### config.mk
export PLATFORM = sky130hd
export DESIGN_NAME = pdm_mic_capture
export DESIGN_NICKNAME = d
export VERILOG_FILES = /design/src/rtl/pdm_mic_capture.sv
export SDC_FILE = /design/constraint.sdc
export NUM_CORES = 1
export LEC_CHECK = 0
export ABC_AREA = 1
export CORE_AREA = 4 4 87 64
export DETAILED_ROUTE_END_ITERATION = 7
export DIE_AREA = 0 0 91 68
export PLACE_DENSITY = 0.84
export SLEW_MARGIN = 20
export SYNTH_ARGS = -nofsm -noshare
export SYNTH_HDL_FRONTEND = slang
export SYNTH_SLANG_ARGS = --single-unit
### constraint.sdc
create_clock -name clk -period 2.4 [get_ports clk]
set_clock_uncertainty 0.1 [all_clocks]
set_input_delay 0.36 -clock clk [delete_from_list [all_inputs] [get_ports clk]]
set_output_delay 0.36 -clock clk [all_outputs]
set_load 0.05 [all_outputs]
### src/rtl/pdm_mic_capture.sv
// PDM array front end: drives pdm_clk, samples 8 shared L/R pins, assembles one 16-bit mic word per PDM period.
// Latency 1 clk after the odd-half capture; no stall: a word that finds the output busy is dropped and sets overflow.
module pdm_mic_capture #(
  parameter int CLK_DIV = 8,
  parameter int DECIM   = 64
) (
  input  logic        clk,
  input  logic        rst_n,
  input  logic        en,
  input  logic [7:0]  pdm_data,
  output logic        pdm_clk,
  output logic [15:0] mic_bits,
  output logic        bits_valid,
  input  logic        bits_ready,
  output logic        frame_last,
  output logic        overflow,
  input  logic        clear_ovf
);

  localparam int PH_W = $clog2(CLK_DIV);
  localparam int DC_W = $clog2(DECIM);
  localparam logic [PH_W-1:0] PH_LAST = PH_W'(CLK_DIV - 1);
  localparam logic [PH_W-1:0] PH_HALF = PH_W'(CLK_DIV / 2);
  localparam logic [PH_W-1:0] PH_EVEN = PH_W'(CLK_DIV / 2 - 1);
  localparam logic [DC_W-1:0] DC_LAST = DC_W'(DECIM - 1);

  logic [7:0]      sync1;
  logic [7:0]      sync2;
  logic [PH_W-1:0] phase;
  logic [7:0]      shadow_even;
  logic [15:0]     word_asm;
  logic [15:0]     word_q;
  logic            word_done;
  logic [DC_W-1:0] decim_cnt;
  logic            load_evt;
  logic            out_free;
  logic            accept;
  logic            drop;

  always_ff @(posedge clk or negedge rst_n) begin
    if (!rst_n) begin
      sync1 <= '0;
      sync2 <= '0;
    end else begin
      sync1 <= pdm_data;
      sync2 <= sync1;
    end
  end

  // pdm_clk lags phase by one cycle, so it rises on the first edge after en goes high
  always_ff @(posedge clk or negedge rst_n) begin
    if (!rst_n) begin
      phase   <= '0;
      pdm_clk <= 1'b0;
    end else if (!en) begin
      phase   <= '0;
      pdm_clk <= 1'b0;
    end else begin
      phase   <= (phase == PH_LAST) ? '0 : phase + PH_W'(1);
      pdm_clk <= (phase < PH_HALF);
    end
  end

  always_comb begin
    word_asm = '0;
    for (int i = 0; i < 8; i++) begin
      word_asm[2*i]   = shadow_even[i];
      word_asm[2*i+1] = sync2[i];
    end
  end

  always_ff @(posedge clk or negedge rst_n) begin
    if (!rst_n) begin
      shadow_even <= '0;
      word_q      <= '0;
      word_done   <= 1'b0;
    end else if (!en) begin
      shadow_even <= '0;
      word_done   <= 1'b0;
    end else begin
      word_done <= (phase == PH_LAST);
      if (phase == PH_EVEN) begin
        shadow_even <= sync2;
      end
      if (phase == PH_LAST) begin
        word_q <= word_asm;
      end
    end
  end

  always_comb begin
    load_evt = en && word_done;
    out_free = !bits_valid || bits_ready;
    accept   = load_evt && out_free;
    drop     = load_evt && !out_free;
  end

  // Dropped words still advance the frame position so frame tags stay aligned to PDM time
  always_ff @(posedge clk or negedge rst_n) begin
    if (!rst_n) begin
      decim_cnt <= '0;
    end else if (!en) begin
      decim_cnt <= '0;
    end else if (load_evt) begin
      decim_cnt <= (decim_cnt == DC_LAST) ? '0 : decim_cnt + DC_W'(1);
    end
  end

  always_ff @(posedge clk or negedge rst_n) begin
    if (!rst_n) begin
      mic_bits   <= '0;
      frame_last <= 1'b0;
      bits_valid <= 1'b0;
    end else if (accept) begin
      mic_bits   <= word_q;
      frame_last <= (decim_cnt == DC_LAST);
      bits_valid <= 1'b1;
    end else if (bits_valid && bits_ready) begin
      frame_last <= 1'b0;
      bits_valid <= 1'b0;
    end
  end

  always_ff @(posedge clk or negedge rst_n) begin
    if (!rst_n) begin
      overflow <= 1'b0;
    end else if (drop) begin
      overflow <= 1'b1;
    end else if (clear_ovf) begin
      overflow <= 1'b0;
    end
  end

endmodule

; ---- Yosys cells after proc, flatten, opt, wreduce, memory -nomap -nowiden
; Cells that the tools add are included.
; W data, S select, Z words.
[classes]
eq_ne = 5
mux = 14
n_reduce_logical = 10
magnitude_cmp = 1
add_sub_neg = 2
[ops]
columns = cell, n
row1 = $mux W6, 3
row2 = $mux W8, 2
row3 = $mux W1, 7
row4 = $add A6 B1 Y6 const B, 1
row5 = $eq A6 B6 Y1 const B, 1
row6 = $mux W3, 2
row7 = $logic_and A1 B1 Y1, 4
row8 = $ne A2 B1 Y1 const B, 2
row9 = $reduce_bool A2 Y1, 2
row10 = $add A3 B1 Y3 const B, 1
row11 = $eq A3 B2 Y1 const B, 1
row12 = $eq A3 B3 Y1 const B, 1
row13 = $lt A3 B3 Y1 const B, 1
row14 = $logic_not A1 Y1, 2
row15 = $reduce_and A2 Y1, 1
row16 = $logic_or A1 B1 Y1, 1
[word_totals]
out_inout_bits = 20
wordCells = 44
reg_bits = 70

; ---- Logic depth before layout (Yosys ltp)
; Gate-level depths: netlist (run 1).
[depth]
depth_word = 5
depth_mapped = 6
depth_no_buf = 6

; ---- Worst setup path after synthesis (run 1)
; Ideal clock, no wire load.
[synth_path]
path_kind = register to register
startpoint = register phase[0]
endpoint = register word_q[3]
setup_ps = 83
arrival_ps = 1286
path_slack_ps = 931
path_buffers = 1
path_stages_with_launch = 7
period_less_slack_ps = 1469
cell_sequence = dfrtp_1 > ha_1 > ha_1 > nand2_1 > clkbuf_1 > nand2_1 > o21ai_0
[synth_between]
elab_chain_len = 2
[synth_rtl]
columns = item, line
row1 = from (decl), 29  ; logic [PH_W-1:0] phase;
row2 = from (signal assigned), 59  ; phase <= (phase == PH_LAST) ? '0 : phase + PH_W'(1);
row3 = $eq A3 B3 Y1, 85  ; if (phase == PH_LAST) begin
row4 = $reduce_and A2 Y1 (no source line), -
row5 = to (signal assigned), 86  ; word_q <= word_asm;
row6 = to (decl), 32  ; logic [15:0] word_q;
; Every way passes these cells.
; A chain may end at the register's enable or synchronous reset.

; ---- Worst setup path after layout (run 1)
[layout_path]
startpoint = register mic_bits[1]
endpoint = output mic_bits[1]
[layout_lines]
columns = item, line
row1 = from (decl), 12  ; output logic [15:0] mic_bits,
row2 = from (signal assigned), 115  ; mic_bits <= word_q;
; No word-level cell between the ends.

==> impl_metrics.py, run 1 <==
metrics = {
    "critical_path": {
        "ff2ff_path_depth": 6,
        "path_delay_family": "buffers and inverters",
        "regToRegStartpoint": "phase[0]",
        "cp_num_buf_inv": 1,
        "cp.arrival_ns": 1.56,
        "critPathCaptureType": "output pin",
        "required_ns": 1.94,
        "worstSetupEndpoint": "mic_bits[1]",
        "critPathMaxStageDelay_ns": 0.82,
        "r2r_setup_slack_ns": 0.84,
        "crit_cells": 1,
        "cp_max_fo": 2,
        "crit_type": "register to output pin",
        "crit_path_start": "mic_bits[1]",
        "r2r_end": "word_q[13]",
        "start_kind": "register",
        "crit_path_top_delay_cell": "clkdlybuf4s50_1",
        "crit_chain": "clkdlybuf4s50_1",
    },
    "logic_synthesis": {
        "async_reset_ff_frac": 1.00,
        "netlist_area_um2": 2550,
        "synth-seq-cells": 70,
        "synthFlopType": "dfrtp_1",
        "synth_cell_types": 21,
        "synth_edf_count": 0,
        "synth_cells": 239,
        "yosysSeqAreaShare": 0.688,
        "synth_warnings": 0,
        "avgSynthCellArea_um2": 10.7,
        "synth.net_count": 256,
    },
    "finish": {
        "drive_gt1_frac": 0.0845,
        "final_nets": 296,
        "area_growth_pct": 22.4,
        "num_antenna_cells": 0,
        "fin_util": 0.659,
    },
    "drt": {
        "vias_per_cell": 5.01,
        "drc_errors": 0,
        "vias": 1709,
        "dr.pass1.iters": 4,
        "antenna_left": 0,
        "dr.first_iter.drc_count": 128,
        "wl_um": 4560,
        "routedWlPerCell_um": 13.4,
    },
    "job": {
        "max-cap-violations": 0,
    },
    "grt": {
        "antenna_found_initial": 0,
        "grt_max_degree": 40,
        "overflow": 0,
        "grt_pass1_vias": 1597,
        "grt_usage": 0.167,
        "grt_pass1_wl_um": 7810,
    },
    "power_and_ir_drop": {
        "p_int_mw": 1.69,
        "swShare": 0.234,
        "p_seq_frac": 0.561,
        "power_density_nw_per_um2": 708,
        "p_leak_nw": 1.54,
        "p_clk_frac": 0.387,
        "comb_power_share": 0.052,
        "peakVddDrop_mv": 0.505,
        "p_sw_mw": 0.516,
    },
    "clock_tree": {
        "numCtsBuffers": 9,
        "root_buffer": "clkbuf_8",
        "h-tree-depth": 3,
        "cts_max_path_buffers": 2,
        "post_cts.resized_instances": 0,
        "cts_tree": "yes",
        "postCtsSetupBuffers": 0,
        "clock-sinks": 70,
        "path_clk_slew_ns": 0.07,
        "clock_latency_ns": 0.34,
    },
    "worst_hold_path": {
        "hold_path_class": "register to register",
    },
    "timing": {
        "period_needed_ns": 2.02,
        "hold_viol": 0,
        "period_share": 0.840,
        "rsz0062_at_grt": "no",
        "drv_slew": 0,
        "slew_headroom": 0.665,
        "worst_pin_slew_ns": 0.501,
        "fin_tns_setup_ns": 0,
        "setup_viol": 0,
        "fmax_mhz": 496,
    },
    "place": {
        "routabilityCongestion": 0.851,
        "dp_hpwl_um": 3160,
        "portBuffers": 32,
    },
    "floorplanning": {
        "die_h_um": 68,
        "start_util": 0.539,
        "dieWidth_um": 91,
        "fp.dieArea_um2": 6190,
        "io_pins": 33,
        "row_count": 21,
        "core-area_um2": 4730,
    },
    "status": {
        "status": "finished, final reports clean",
    },
}
-- synth_stat cells, types with 2 or more instances --
library cell | count | area [um2]
o22ai_1 | 10 | 62.6
a21oi_1 | 2 | 10.0
inv_1 | 26 | 97.6
nand3_1 | 19 | 95.1
nand2_2 | 2 | 12.5
clkbuf_1 | 3 | 11.3
nand2_1 | 66 | 248
dfrtp_1 | 70 | 1750
nor2_1 | 8 | 30.0
o21ai_0 | 18 | 90.1
buf_6 | 2 | 22.5
ha_1 | 4 | 50.1
-- through the flow --
stage | cells | hold WS [ns] | power (mW) | instance area [um2] | setup slack [ns]
final | 341 | 0.251 | 2.21 | 3120 | 0.385
after floorplan | 239 | -0.0356 | 1.31 | 2550 | 0.931
after global placement | 324 | 0.232 | 1.37 | 2920 | 0.577
after global routing | 341 | 0.255 | 2.31 | 3120 | 0.352
after CTS | 341 | 0.252 | 2.24 | 3120 | 0.373
after detailed placement | 324 | 0.235 | 1.38 | 2920 | 0.564
-- cells by family (layout without fill, tap and decap cells) --
kind of cell | Yosys count | in the layout | share of synthesized area
fa+ha+maj | 4 | 4 | 0.0196
flops | 70 | 70 | 0.688
xor+xnor | 1 | 1 | 0.00344
compound gates | 32 | 32 | 0.0702
buf+inv | 34 | 79 | 0.0589
simple gates | 98 | 98 | 0.160
-- power groups by stage --
stage          Combinational, mW  Sequential (mW)  Clock (mW)
6_report                   0.114             1.24       0.855
5_1_grt                    0.130             1.24       0.939
4_1_cts                    0.117             1.24       0.885
3_5_place_dp               0.115             1.26           0
3_3_place_gp               0.110             1.26           0
2_1_floorplan             0.0378             1.27           0
-- how the worst min path moves through the flow --
stage | from | to | slack [ns] | cells past startpoint
after floorplan | rst_n | bits_valid | -0.04 | 0
after global placement | sync1[7] | sync2[7] | 0.23 | 0
after detailed placement | sync1[5] | sync2[5] | 0.23 | 0
after CTS | sync1[5] | sync2[5] | 0.25 | 0
after global routing | sync1[5] | sync2[5] | 0.25 | 0
final | sync1[5] | sync2[5] | 0.25 | 0
-- state kept, by name, summed over array words and instances, names as in the netlist --
register     flops
frame_last       1
word_done        1
bits_valid       1
phase            3
sync1            8
word_q          16
shadow_even      8
decim_cnt        6
mic_bits        16
sync2            8
overflow         1
pdm_clk          1
-- placed cells by master, fill, tap and decap left out, drive strengths merged --
master / synthesis / routed
a21oi: 2 / 2
a22o: 1 / 1
buf: 4 / 4
clkbuf: 3 / 11
clkdlybuf4s50: 0 / 31
clkinv: 0 / 3
clkinvlp: 0 / 2
dfrtp: 70 / 70
dlygate4sd3: 0 / 1
ha: 4 / 4
inv: 27 / 27
nand2: 69 / 69
nand3: 19 / 19
nor2: 8 / 8
nor3: 1 / 1
o21ai: 18 / 18
o21bai: 1 / 1
o22ai: 10 / 10
or2: 1 / 1
xnor2: 1 / 1
-- metal layers --
| metal | share of wire | vias to the layer above | track usage |
|---|---|---|---|
| li1 | - | 843 | - |
| met5 | 0 | - | 0 |
| met4 | 0.014 | 0 | 0.0789 |
| met1 | 0.49 | 794 | 0.230 |
| met2 | 0.42 | 62 | 0.236 |
| met3 | 0.072 | 10 | 0.0637 |
-- layout make-up --
type                    count  area (um2)
fillers                   379        1610
repair buffers             36         360
inverters                  27         104
well taps                  57        71.3
multi-input cells         135         646
clock buffers              11         151
flip-flops and latches     70        1750
clock inverters             5        33.8
-- repair_timing --
| item | 4_1_cts | 5_1_grt |
|---|---|---|
| hold endpoints to repair | 21 | 0 |
| hold buffers | 1 | 0 |
| endpoints found under the setup margin | 0 | 0 |
No activity file was read; power rests on OpenSTA's default activity.
==> inputs of run 2 (changes only) <==
- CORE_AREA: 4 4 87 64 -> 4 4 88 65
- DIE_AREA: 0 0 91 68 -> 0 0 92 69
- PLACE_DENSITY: 0.84 -> 0.82
- clock period: 2.4 -> 1.9 ns (I/O delays scaled with it)
==> run 2 against run 1 <==
Global-route usage is 0.94 points lower. Worst setup slack worse by 0.31 ns. Design area is 0.96% higher. Utilization is 0.096 points lower. Count of clock-buffer cells in the layout is 2 lower. First-iteration DRC count is 16% lower. Sequential power is 26% higher. Register-to-register slack worse by 0.47 ns. Largest cell class unchanged.
==> impl_metrics.py, run 2 (synthesized netlist as in run 1, its figures left out) <==
metrics = {
    "place": {
        "routabilityCongestion": 0.826,
        "place_ws_ns": 0.107,
        "placed_area_um2": 2930,
        "dp_hpwl_um": 3060,
        "dp_cells": 336,
        "portBuffers": 32,
    },
    "timing": {
        "fin_tns_setup_ns": 0,
        "hold_ws_ns": 0.251,
        "worst_pin_slew_ns": 0.491,
        "fin_ws_ns": 0.0706,
        "drv_slew": 0,
        "slew_headroom": 0.671,
        "period_share": 0.963,
        "fmax_mhz": 547,
        "rsz0062_at_grt": "no",
        "period_needed_ns": 1.83,
        "hold_viol": 0,
        "setup_viol": 0,
    },
    "clock_tree": {
        "cts_tree": "yes",
        "root_buffer": "clkbuf_8",
        "path_clk_slew_ns": 0.07,
        "clock-sinks": 70,
        "clock_latency_ns": 0.34,
        "numCtsBuffers": 9,
        "h-tree-depth": 3,
        "cts_max_path_buffers": 2,
        "postCtsSetupBuffers": 0,
    },
    "floorplanning": {
        "fp.dieArea_um2": 6350,
        "start_util": 0.533,
        "row_count": 21,
        "die_h_um": 69,
        "dieWidth_um": 92,
        "core-area_um2": 4780,
        "io_pins": 33,
    },
    "finish": {
        "multi_input_area_um2": 646,
        "reg.largest.list": "mic_bits (16), word_q (16)",
        "final_nets": 296,
        "finalNonFillerCells": 353,
        "num_antenna_cells": 0,
        "final.fill_count": 371,
        "final_common_cell": "dfrtp_1",
        "drive_gt1_frac": 0.116,
        "fin_area_um2": 3150,
        "regArea_um2": 1750,
        "final_cell_mix": "70 x dfrtp_1, 66 x nand2_1, 26 x inv_1",
        "area_growth_pct": 23.6,
        "fin_util": 0.658,
    },
    "critical_path": {
        "required_ns": 1.51,
        "cp_num_buf_inv": 1,
        "critPathMaxStageDelay_ns": 0.79,
        "crit_type": "register to output pin",
        "crit_chain": "clkdlybuf4s50_1",
        "crit_path_top_delay_cell": "clkdlybuf4s50_1",
        "cp.arrival_ns": 1.44,
        "critPathCaptureType": "output pin",
        "start_kind": "register",
        "path_delay_family": "buffers and inverters",
        "cp_max_fo": 1,
    },
    "drt": {
        "dr.first_iter.drc_count": 108,
        "antenna_left": 0,
        "routedWlPerCell_um": 12.8,
        "vias_per_cell": 4.76,
        "wl_um": 4510,
        "drc_errors": 0,
        "dr.pass1.iters": 4,
        "vias": 1679,
    },
    "power_and_ir_drop": {
        "finalPower_mw": 3.01,
        "p_clk_frac": 0.434,
        "swShare": 0.224,
        "peakVddDrop_mv": 0.532,
        "p_leak_nw": 1.63,
        "comb_power_share": 0.047,
        "p_seq_frac": 0.519,
        "p_int_mw": 2.34,
        "power_density_nw_per_um2": 956,
        "p_sw_mw": 0.674,
    },
    "grt": {
        "grt_max_degree": 53,
        "grt_pass1_vias": 1588,
        "overflow": 0,
        "antenna_found_initial": 0,
        "grt_usage": 0.158,
        "grt_pass1_wl_um": 7730,
    },
    "status": {
        "status": "finished, final reports clean",
    },
    "worst_hold_path": {
        "hold_path_class": "register to register",
    },
    "job": {
        "max-cap-violations": 0,
    },
}
[run 2: final timing paths]
kind / depth (start not counted) / start / to / slack, ns
max: 1 / pdm_clk / pdm_clk / 0.07
min: 0 / sync1[1] / sync2[1] / 0.25
max reg2reg: 4 / phase[0] / shadow_even[1] / 0.37
min reg2reg: 0 / sync1[1] / sync2[1] / 0.25
max in group asynchronous: 3 / rst_n / word_q[10] / 0.77
min in group asynchronous: 2 / rst_n / overflow / 0.31
[run 2: per-layer routing]
layer,vias to the layer above,GRT usage,routed length [um]
li1,843,-,-
met1,786,0.224,2210
met2,46,0.220,1960
met3,4,0.0620,308
met4,0,0.0593,32
met5,-,0,0
[run 2: area by class of cell]
type	count	area share
flip-flops and latches	70	0.556
clock inverters	7	0.0314
clock buffers	9	0.0393
well taps	69	0.0274
repair buffers	36	0.107
multi-input cells	135	0.205
inverters	27	0.0330
[run 2: power groups by stage]
stage          Clock (mW)  Combinational [mW]  Sequential (mW)
6_report             1.31               0.140             1.56
5_1_grt              1.41               0.159             1.57
4_1_cts              1.34               0.144             1.56
3_5_place_dp            0               0.142             1.59
3_3_place_gp            0               0.138             1.59
2_1_floorplan           0              0.0478             1.60
[run 2: timing repair]
item                                   CTS  global route
endpoints found under the hold margin   18             0
resized for setup                       10             0
hold buffers                             1             0
setup endpoints to repair               10             0
==> inputs of run 3 (changes only) <==
- CORE_AREA: 4 4 88 65 -> 4 4 93 68
- DIE_AREA: 0 0 92 69 -> 0 0 97 72
- PLACE_DENSITY: 0.82 -> 0.78
- clock period: 1.9 -> 1.53 ns (I/O delays scaled with it)
==> run 3 against run 2 <==
Count of clock-buffer cells in the layout stayed put. Critical endpoint is now word_q[4]. Power is 24% higher. Via count is 6.4% higher. Clock power is 20% higher. Utilization is 3.6 points lower. Largest power group unchanged. Sequential cell count stayed put. Largest cell class unchanged. Register-to-register slack worse by 0.28 ns. Sequential power is 25% higher.
==> impl_metrics.py, run 3 (synthesized netlist as in run 1, its figures left out) <==
metrics = {
    "critical_path": {
        "start_kind": "register",
        "cp_num_buf_inv": 1,
        "cpMostUsedCell": "ha_1",
        "ff2ff_path_depth": 5,
        "cp_max_fo": 16,
        "critPathCaptureType": "register",
        "r2r_end": "word_q[4]",
        "crit_chain": "ha_1 > ha_1 > nand2_2 > clkbuf_16 > o21ai_0",
        "crit_type": "register to register",
        "critPathMaxStageDelay_ns": 0.38,
        "regToRegStartpoint": "phase[0]",
        "crit_path_top_delay_cell": "dfrtp_1",
        "cp.arrival_ns": 1.57,
        "r2r_setup_slack_ns": 0.09,
        "path_delay_family": "adder cells",
        "required_ns": 1.65,
        "crit_cells": 5,
    },
    "power_and_ir_drop": {
        "p_seq_frac": 0.523,
        "p_sw_mw": 0.811,
        "p_clk_frac": 0.424,
        "comb_power_share": 0.053,
        "peakVddDrop_mv": 0.661,
        "power_density_nw_per_um2": 1080,
        "swShare": 0.218,
        "p_int_mw": 2.91,
        "p_leak_nw": 1.71,
    },
    "grt": {
        "antenna_found_initial": 0,
        "grt_usage": 0.151,
        "grt_pass1_wl_um": 8190,
        "grt_max_degree": 71,
        "overflow": 0,
        "grt_pass1_vias": 1737,
    },
    "timing": {
        "fmax_mhz": 693,
        "worst_pin_slew_ns": 0.350,
        "rsz0062_at_grt": "no",
        "period_share": 0.943,
        "slew_headroom": 0.767,
        "period_needed_ns": 1.44,
        "fin_ws_ns": 0.0871,
        "drv_slew": 0,
        "setup_viol": 0,
        "fin_tns_setup_ns": 0,
        "hold_viol": 0,
    },
    "floorplanning": {
        "fp.dieArea_um2": 6980,
        "row_count": 23,
        "die_h_um": 72,
        "dieWidth_um": 97,
        "core-area_um2": 5550,
        "start_util": 0.459,
        "io_pins": 33,
    },
    "drt": {
        "dr.pass1.iters": 5,
        "dr.first_iter.drc_count": 127,
        "top_layer_used": "met4",
        "antenna_left": 0,
        "met2WireLength_um": 2330,
        "wl_um": 4950,
        "met1_length_um": 2240,
        "drc_errors": 0,
        "routedWlPerCell_um": 13.5,
        "vias": 1787,
        "vias_per_cell": 4.88,
        "met3RoutedLength_um": 341,
    },
    "finish": {
        "final_nets": 303,
        "drive_gt1_frac": 0.182,
        "reg.largest.list": "mic_bits (16), word_q (16)",
        "final_common_cell": "dfrtp_1",
        "final_cell_mix": "70 x dfrtp_1, 65 x nand2_1, 26 x inv_1",
        "finalNonFillerCells": 366,
        "area_growth_pct": 35.7,
        "num_antenna_cells": 0,
    },
    "place": {
        "portBuffers": 32,
        "dp_hpwl_um": 3310,
        "dp_cells": 348,
        "place_ws_ns": -0.0994,
        "routabilityCongestion": 0.740,
    },
    "worst_hold_path": {
        "holdCritStartpoint": "pdm_data[6]",
        "whs_path_depth": 1,
        "hold_path_class": "primary input to register",
        "hold_path_end": "sync1[6]",
    },
    "clock_tree": {
        "numCtsBuffers": 9,
        "cts_tree": "yes",
        "root_buffer": "clkbuf_8",
        "postCtsSetupBuffers": 0,
        "clock_latency_ns": 0.35,
        "path_clk_slew_ns": 0.07,
        "h-tree-depth": 3,
        "cts_max_path_buffers": 2,
        "clock-sinks": 70,
    },
    "status": {
        "status": "finished, final reports clean",
    },
    "job": {
        "max-cap-violations": 0,
    },
}
-- run 3: changes by cell type in the layout (fill, tap and decap cells not counted) --
cell             delta
buf_12             +20
dlygate4sd2_1      -10
buf_4               -3
clkinv_2            +3
clkinv_4            -2
clkbuf_16           +1
clkdlybuf4s50_1     -1
clkinvlp_4          -1
nand2_1             -1
nand2_2             +1
or2_1               -1
or2_4               +1
-- run 3: layout make-up --
cell class | instances | area (um2)
clock buffer | 9 | 124
fill | 430 | 2100
timing repair buffer | 43 | 643
clock inverter | 7 | 88.8
tap | 75 | 93.8
sequential | 70 | 1750
multi-input combinational | 135 | 651
inverter | 27 | 104
-- run 3: power groups by stage --
stage	sequential, mW	clock, mW	combinational (mW)
after floorplan	1.99	0	0.0594
after global placement	1.98	0	0.188
after detailed placement	1.98	0	0.195
after CTS	1.95	1.61	0.198
after global routing	1.95	1.70	0.220
final	1.95	1.57	0.197
-- run 3: repair_timing --
item / CTS / global route
setup endpoints to repair: 0 / 9
hold buffers: 1 / 0
gates resized for setup: 0 / 2
endpoints found under the hold margin: 70 / 0
-- run 3: through the flow --
stage / area [um2] / util / total power [mW] / hold slack, ns
2_1_floorplan: 2550 / - / 2.05 / -0.166
4_1_cts: 3430 / 0.617 / 3.75 / 0.202
3_5_place_dp: 3200 / 0.577 / 2.17 / 0.176
3_3_place_gp: 3200 / 0.577 / 2.16 / 0.175
5_1_grt: 3460 / 0.622 / 3.87 / 0.188
6_report: 3460 / 0.622 / 3.72 / 0.214
-- run 3: how the worst max path moves through the flow --
| stage | slack (ns) | startpoint | to |
|---|---|---|---|
| 6_report | 0.09 | phase[0] | word_q[4] |
| 5_1_grt | 0.01 | phase[0] | word_q[7] |
| 4_1_cts | 0.04 | phase[0] | shadow_even[7] |
| 3_5_place_dp | -0.1 | en | shadow_even[7] |
| 3_3_place_gp | -0.03 | en | shadow_even[5] |
| 2_1_floorplan | 0.06 | phase[0] | word_q[3] |
-- run 3: metal layers --
layer | track usage | vias up
met1 | 0.189 | 861
met3 | 0.0634 | 6
met2 | 0.233 | 60
met4 | 0.0654 | 0
li1 | - | 860
met5 | 0 | -
